`config.mk`:
```
export PLATFORM = sky130hd
export DESIGN_NAME = slot_result_judge
export DESIGN_NICKNAME = d
export VERILOG_FILES = /design/src/rtl/slot_result_judge.sv
export SDC_FILE = /design/constraint.sdc
export NUM_CORES = 1
export LEC_CHECK = 0
export BUFFER_PORTS_ARGS = -buffer_cell sky130_fd_sc_hd__clkbuf_2
export CORE_ASPECT_RATIO = 0.5
export CORE_MARGIN = 2
export CORE_UTILIZATION = 54
export DETAILED_ROUTE_END_ITERATION = 8
export GPL_TIMING_DRIVEN = 0
export PLACE_DENSITY_LB_ADDON = 0.25
export SYNTH_ARGS = -nofsm -noshare
export SYNTH_HDL_FRONTEND = slang
export SYNTH_SLANG_ARGS = --single-unit
```
`constraint.sdc`:
```
create_clock -name clk -period 4.8 [get_ports clk]
set_input_delay 1.2 -clock clk [delete_from_list [all_inputs] [get_ports clk]]
set_output_delay 1.2 -clock clk [all_outputs]
set_load 0.05 [all_outputs]
```
`src/rtl/slot_result_judge.sv`:
```
// slot_result_judge: debits a bet per spin, waits for the three reels to settle,
// quantizes each offset to a symbol, scores none/pair/triple, keeps a saturating
// credit balance and presents the result over valid/ready.
module slot_result_judge #(
  parameter int REEL_H       = 240,
  parameter int SYM_H        = 60,
  parameter int OFFSET       = 30,
  parameter int SETTLE       = 4,
  parameter int MOTION_TO    = 16,
  parameter int CW           = 8,
  parameter int START_CREDIT = 10,
  parameter int BET          = 1,
  parameter int PAIR_PAY     = 2,
  parameter int TRIPLE_PAY   = 8
) (
  input  logic          clk,
  input  logic          rst,          // active-low, asynchronous
  input  logic          spin_start,
  input  logic [9:0]    a_pos,
  input  logic [9:0]    b_pos,
  input  logic [9:0]    c_pos,
  input  logic          result_ready,
  output logic          result_valid,
  output logic [1:0]    sym_a,
  output logic [1:0]    sym_b,
  output logic [1:0]    sym_c,
  output logic [1:0]    win_code,
  output logic [CW-1:0] payout,
  output logic [CW-1:0] credit,
  output logic          busy,
  output logic          no_credit
);

  localparam int CNTW = $clog2((MOTION_TO > SETTLE ? MOTION_TO : SETTLE) + 1);
  localparam int NSYM = REEL_H / SYM_H;

  typedef enum logic [2:0] {S_IDLE, S_ARM, S_SPIN, S_JUDGE, S_PRESENT} state_e;

  state_e          state_q;
  logic [CW-1:0]   credit_q;
  logic [9:0]      pa_q, pb_q, pc_q;   // snapshot in ARM, previous cycle in SPIN
  logic [CNTW-1:0] cnt_q;              // motion timeout in ARM, stable count in SPIN
  logic            valid_q;
  logic [1:0]      sa_q, sb_q, sc_q, win_q;
  logic [CW-1:0]   pay_q;

  // Offset -> symbol: add bias, wrap once, then a threshold compare chain.
  function automatic logic [1:0] quant(input logic [9:0] p);
    logic [10:0] t;
    logic [1:0]  s;
    t = {1'b0, p} + 11'(OFFSET);
    if (t >= 11'(REEL_H)) t = t - 11'(REEL_H);
    s = '0;
    for (int k = 1; k < NSYM; k++)
      if (t >= 11'(k * SYM_H)) s = 2'(k);
    return s;
  endfunction

  function automatic logic [CW-1:0] sat_add(input logic [CW-1:0] x, input logic [CW-1:0] y);
    logic [CW:0] s;
    s = {1'b0, x} + {1'b0, y};
    return s[CW] ? '1 : s[CW-1:0];
  endfunction

  logic       moved;
  logic [1:0] sa_d, sb_d, sc_d, win_d;
  logic [CW-1:0] pay_d;

  assign moved = (a_pos != pa_q) || (b_pos != pb_q) || (c_pos != pc_q);

  // Score the settled positions held in the previous-position registers.
  always_comb begin
    sa_d  = quant(pa_q);
    sb_d  = quant(pb_q);
    sc_d  = quant(pc_q);
    win_d = 2'd0;
    pay_d = '0;
    if (sa_d == sb_d && sb_d == sc_d) begin
      win_d = 2'd2;
      pay_d = CW'(TRIPLE_PAY);
    end else if (sa_d == sb_d || sb_d == sc_d || sa_d == sc_d) begin
      win_d = 2'd1;
      pay_d = CW'(PAIR_PAY);
    end
  end

  // Spin sequencer: bet, wait for motion, wait for settle, judge, present.
  always_ff @(posedge clk or negedge rst) begin
    if (!rst) begin
      state_q  <= S_IDLE;
      credit_q <= CW'(START_CREDIT);
      pa_q     <= '0;
      pb_q     <= '0;
      pc_q     <= '0;
      cnt_q    <= '0;
      valid_q  <= 1'b0;
      sa_q     <= '0;
      sb_q     <= '0;
      sc_q     <= '0;
      win_q    <= '0;
      pay_q    <= '0;
    end else begin
      case (state_q)
        S_IDLE: if (spin_start && !no_credit) begin
          credit_q <= credit_q - CW'(BET);
          pa_q     <= a_pos;
          pb_q     <= b_pos;
          pc_q     <= c_pos;
          cnt_q    <= '0;
          state_q  <= S_ARM;
        end
        S_ARM: begin
          if (moved) begin
            pa_q    <= a_pos;
            pb_q    <= b_pos;
            pc_q    <= c_pos;
            cnt_q   <= '0;
            state_q <= S_SPIN;
          end else if (cnt_q == CNTW'(MOTION_TO - 1)) begin
            // Reels never moved: give the bet back and drop the spin.
            credit_q <= sat_add(credit_q, CW'(BET));
            cnt_q    <= '0;
            state_q  <= S_IDLE;
          end else begin
            cnt_q <= cnt_q + 1'b1;
          end
        end
        S_SPIN: begin
          pa_q <= a_pos;
          pb_q <= b_pos;
          pc_q <= c_pos;
          if (moved) begin
            cnt_q <= '0;
          end else if (cnt_q == CNTW'(SETTLE - 1)) begin
            cnt_q   <= '0;
            state_q <= S_JUDGE;
          end else begin
            cnt_q <= cnt_q + 1'b1;
          end
        end
        S_JUDGE: begin
          sa_q     <= sa_d;
          sb_q     <= sb_d;
          sc_q     <= sc_d;
          win_q    <= win_d;
          pay_q    <= pay_d;
          credit_q <= sat_add(credit_q, pay_d);
          valid_q  <= 1'b1;
          state_q  <= S_PRESENT;
        end
        S_PRESENT: if (result_ready) begin
          valid_q <= 1'b0;
          state_q <= S_IDLE;
        end
        default: state_q <= S_IDLE;
      endcase
    end
  end

  assign result_valid = valid_q;
  assign sym_a        = sa_q;
  assign sym_b        = sb_q;
  assign sym_c        = sc_q;
  assign win_code     = win_q;
  assign payout       = pay_q;
  assign credit       = credit_q;
  assign busy         = (state_q != S_IDLE);
  assign no_credit    = (credit_q < CW'(BET));

endmodule

```
==> impl_metrics.yaml <==
status:
  status: "complete, no violations"
hold_path:
  hold_path_startpoint: "sym_b[0]"
  holdPathEnd: "sym_b[0]"
  min_path_cells: 2
  hold_class: "flip-flop to flip-flop"
sta:
  max_freq_mhz: 214
  final.setup_skew_ps: 9.63
  hold_viol_final: 0
  setup_viol: 0
  maxSlewHeadroom: 0.208
  tightest_slew_ps: 1190
  report.final.slew_viol_count: 0
  min_period_over_period: 0.972
  period_minus_slack_ps: 4670
synthesis:
  synthArstFlopShare: 1.00
  synth.yosys.seq_area_share: 0.289
  synthAdderAreaFrac: 0.0367
  synth_top_family_by_area: "compound AO/OA/AOI/OAI gates"
  muxShareOfSynthArea: 0.0828
  ys_types: 83
  ys_warn_count: 0
  synth-xor-area-share: 0.0899
  synth_ff_type: "dfrtp_1"
  synth-edff-count: 0
  synth_seq_cells: 55
  yosys.area_share.simple: 0.220
  synth_compound_area_frac: 0.228
  synth_cells: 548
  syn-cell-area_sq_um: 4770
  syn_area_per_cell_sq_um: 8.71
clock_tree:
  clk_pin_slew_ps: 70
  cts_tree: "done"
  cts.sinks: 55
  cts_buffers: 5
  htreeDepth: 2
  clock_latency_ps: 300
  cts_hold_buf: 0
  clockRootBuffer: "clkbuf_16"
  cts_buffer_depth: 2
route:
  dr_total_vias: 4610
  drc: 0
  dr.pass1.iters: 5
  drtIter0Drc: 319
  finalWirelength_microns: 12800
  routedWlPerCell_microns: 17.0
  ant_nets: 0
  vias_per_cell: 6.10
flow_run:
  drv_cap: 0
finish:
  diodes: 0
  nFillCells: 685
  layout.nets: 686
  syn2layout_area_growth_pct: 25.0
  design_area_sq_um: 5960
  layout-drive-gt1-share: 0.336
worst_setup_path:
  crit_start: "pc_q[2]"
  cp.required_ps: 4980
  crit_arrival_ps: 4850
  ff2ff_setup_slack_ps: 130
  crit_type: "flip-flop to flip-flop"
  critPathLaunchType: "flip-flop"
  r2r-end: "credit[5]"
  cp-end-kind: "flip-flop"
  r2r_cells: 19
  reg2reg_from: "pc_q[2]"
  cp_max_fo: 5
floorplanning:
  start_util: 0.552
  die_width_microns: 137
  die_y_microns: 70.5
  row_count: 24
  core_area_sq_um: 8650
  die_area_sq_um: 9650
  io_pins: 61
global_route:
  grt_max_degree: 56
  grt_pass1_wl_microns: 19800
  grt_overflow: 0
  grt_pass1_vias: 4181
  grt_usage: 0.256
  antenna_found_initial: 0
placed_design:
  post-dp-hpwl_microns: 8670
  gp_congestion: 0.886
  dpl-instance-area_sq_um: 5210
  portBuffers: 54
[how the worst max path moves through the flow]
stage	end	slack (ps)	cells past startpoint
5_1_grt	credit[5]	-90	20
4_1_cts	credit[5]	9	20
3_5_place_dp	credit[2]	-540	21
3_3_place_gp	credit[2]	-480	21
2_1_floorplan	credit[5]	230	19
6_report	credit[5]	130	19
[what timing repair did]
item,CTS,global route
endpoints found under the setup margin,5,5
endpoints found under the hold margin,0,0
setup buffers,4,21
pin swaps,5,25
gates resized for setup,36,58
[registers in the layout, indices dropped and copies added, names as in the netlist]
name and count:
pa_q 10, pb_q 10, pc_q 10, credit 8, cnt_q 5, state_q 3
payout 2, sym_a 2, sym_b 2, sym_c 2, result_valid 1
[stage by stage]
step | worst slack (ps) | std cells | utilization | hold slack [ps] | setup TNS [ps]
after floorplan | 232 | 553 | - | 487 | 0
after global placement | -481 | 724 | 0.602 | 464 | -1770
after detailed placement | -541 | 724 | 0.603 | 473 | -2050
after CTS | 9.26 | 736 | 0.642 | 488 | 0
after global routing | -86.8 | 756 | 0.690 | 516 | -214
final | 133 | 756 | 0.690 | 484 | 0
[per-layer routing]
metal,GRT usage,vias to the layer above,part of all wire
met3,0.0421,29,0.055
li1,-,2191,-
met5,0,-,0
met1,0.353,2242,0.45
met2,0.418,148,0.48
met4,0.0676,0,0.022
[critical path, cell delays in order, from the launching register on]
cell and delay, ps:
dfrtp_2 430, buf_4 160, or4_4 560, o22ai_4 200
a211oi_4 110, or4b_4 500, and3_4 170, or4_4 430
nand3_4 140, mux2i_4 280, nor2_4 70, a21oi_2 120
ha_2 220, ha_1 180, and2_4 160, o21ai_2 70
or3_1 340, a21oi_2 150, o21ai_1 80, o22a_1 180
[layout make-up]
class	count	area [sq um]	share of cell area
flip-flops and latches	55	1390	0.232
inverters	21	83.8	0.0141
well taps	117	146	0.0245
clock inverters	1	5.00	0.000839
plain buffers	34	174	0.0292
multi-input cells	442	3580	0.600
repair buffers	79	460	0.0772
clock buffers	7	133	0.0222
[Yosys cell counts (4+ instances only)]
cell type   n  area share
nor4_1      6      0.0079
and3_1      7      0.0092
xnor2_1    30       0.055
o21ai_0    38       0.040
a31oi_1     5      0.0066
nand3b_1    4      0.0063
nand3_1    12       0.013
a211oi_1    5      0.0079
nand2_1    33       0.026
mux2_2     28       0.066
nor4b_1     4      0.0073
buf_2       6      0.0063
nand2b_1   11       0.014
nor3_1     18       0.019
nor2_1     30       0.024
and2_1      7      0.0092
buf_4       8       0.013
o21a_1      5      0.0079
clkbuf_1   20       0.016
a21oi_1    32       0.034
mux2i_1     8       0.017
nor2b_1     5      0.0066
inv_1      21       0.017
ha_1       14       0.037
nor3b_1     6      0.0094
o31ai_1     6      0.0094
nand4_1    12       0.016
o211ai_1    4      0.0063
xor2_1     19       0.035
dfrtp_1    53        0.28
or3_1       7      0.0092
[layout by cell type (no fill, tap or decap), types with 7 or more instances in the layout]
cell,synthesis,final
ha_1,14,9
clkbuf_1,20,20
nand2_1,33,32
nand4_1,12,12
a21oi_1,32,30
dfrtp_1,53,47
nand3_1,12,12
nor2_1,30,26
nor3_1,18,14
or3_1,7,7
nand2b_1,11,10
o21ai_0,38,33
xnor2_1,30,30
inv_1,21,16
xor2_1,19,19
mux2_2,28,28
clkbuf_2,0,54
buf_4,8,33
[kinds of logic after synthesis]
logic type | after synthesis
AO/OA/AOI/OAI | 152
XOR/XNOR | 49
adder cells (fa/ha/maj) | 14
buffers and inverters | 56
flip-flops | 55
multiplexers | 36
other | 1
AND/OR/NAND/NOR | 185
Power is left out: the tool's default activity adds up to more than one toggle a clock period on the data nets, which glitch-free logic cannot reach.
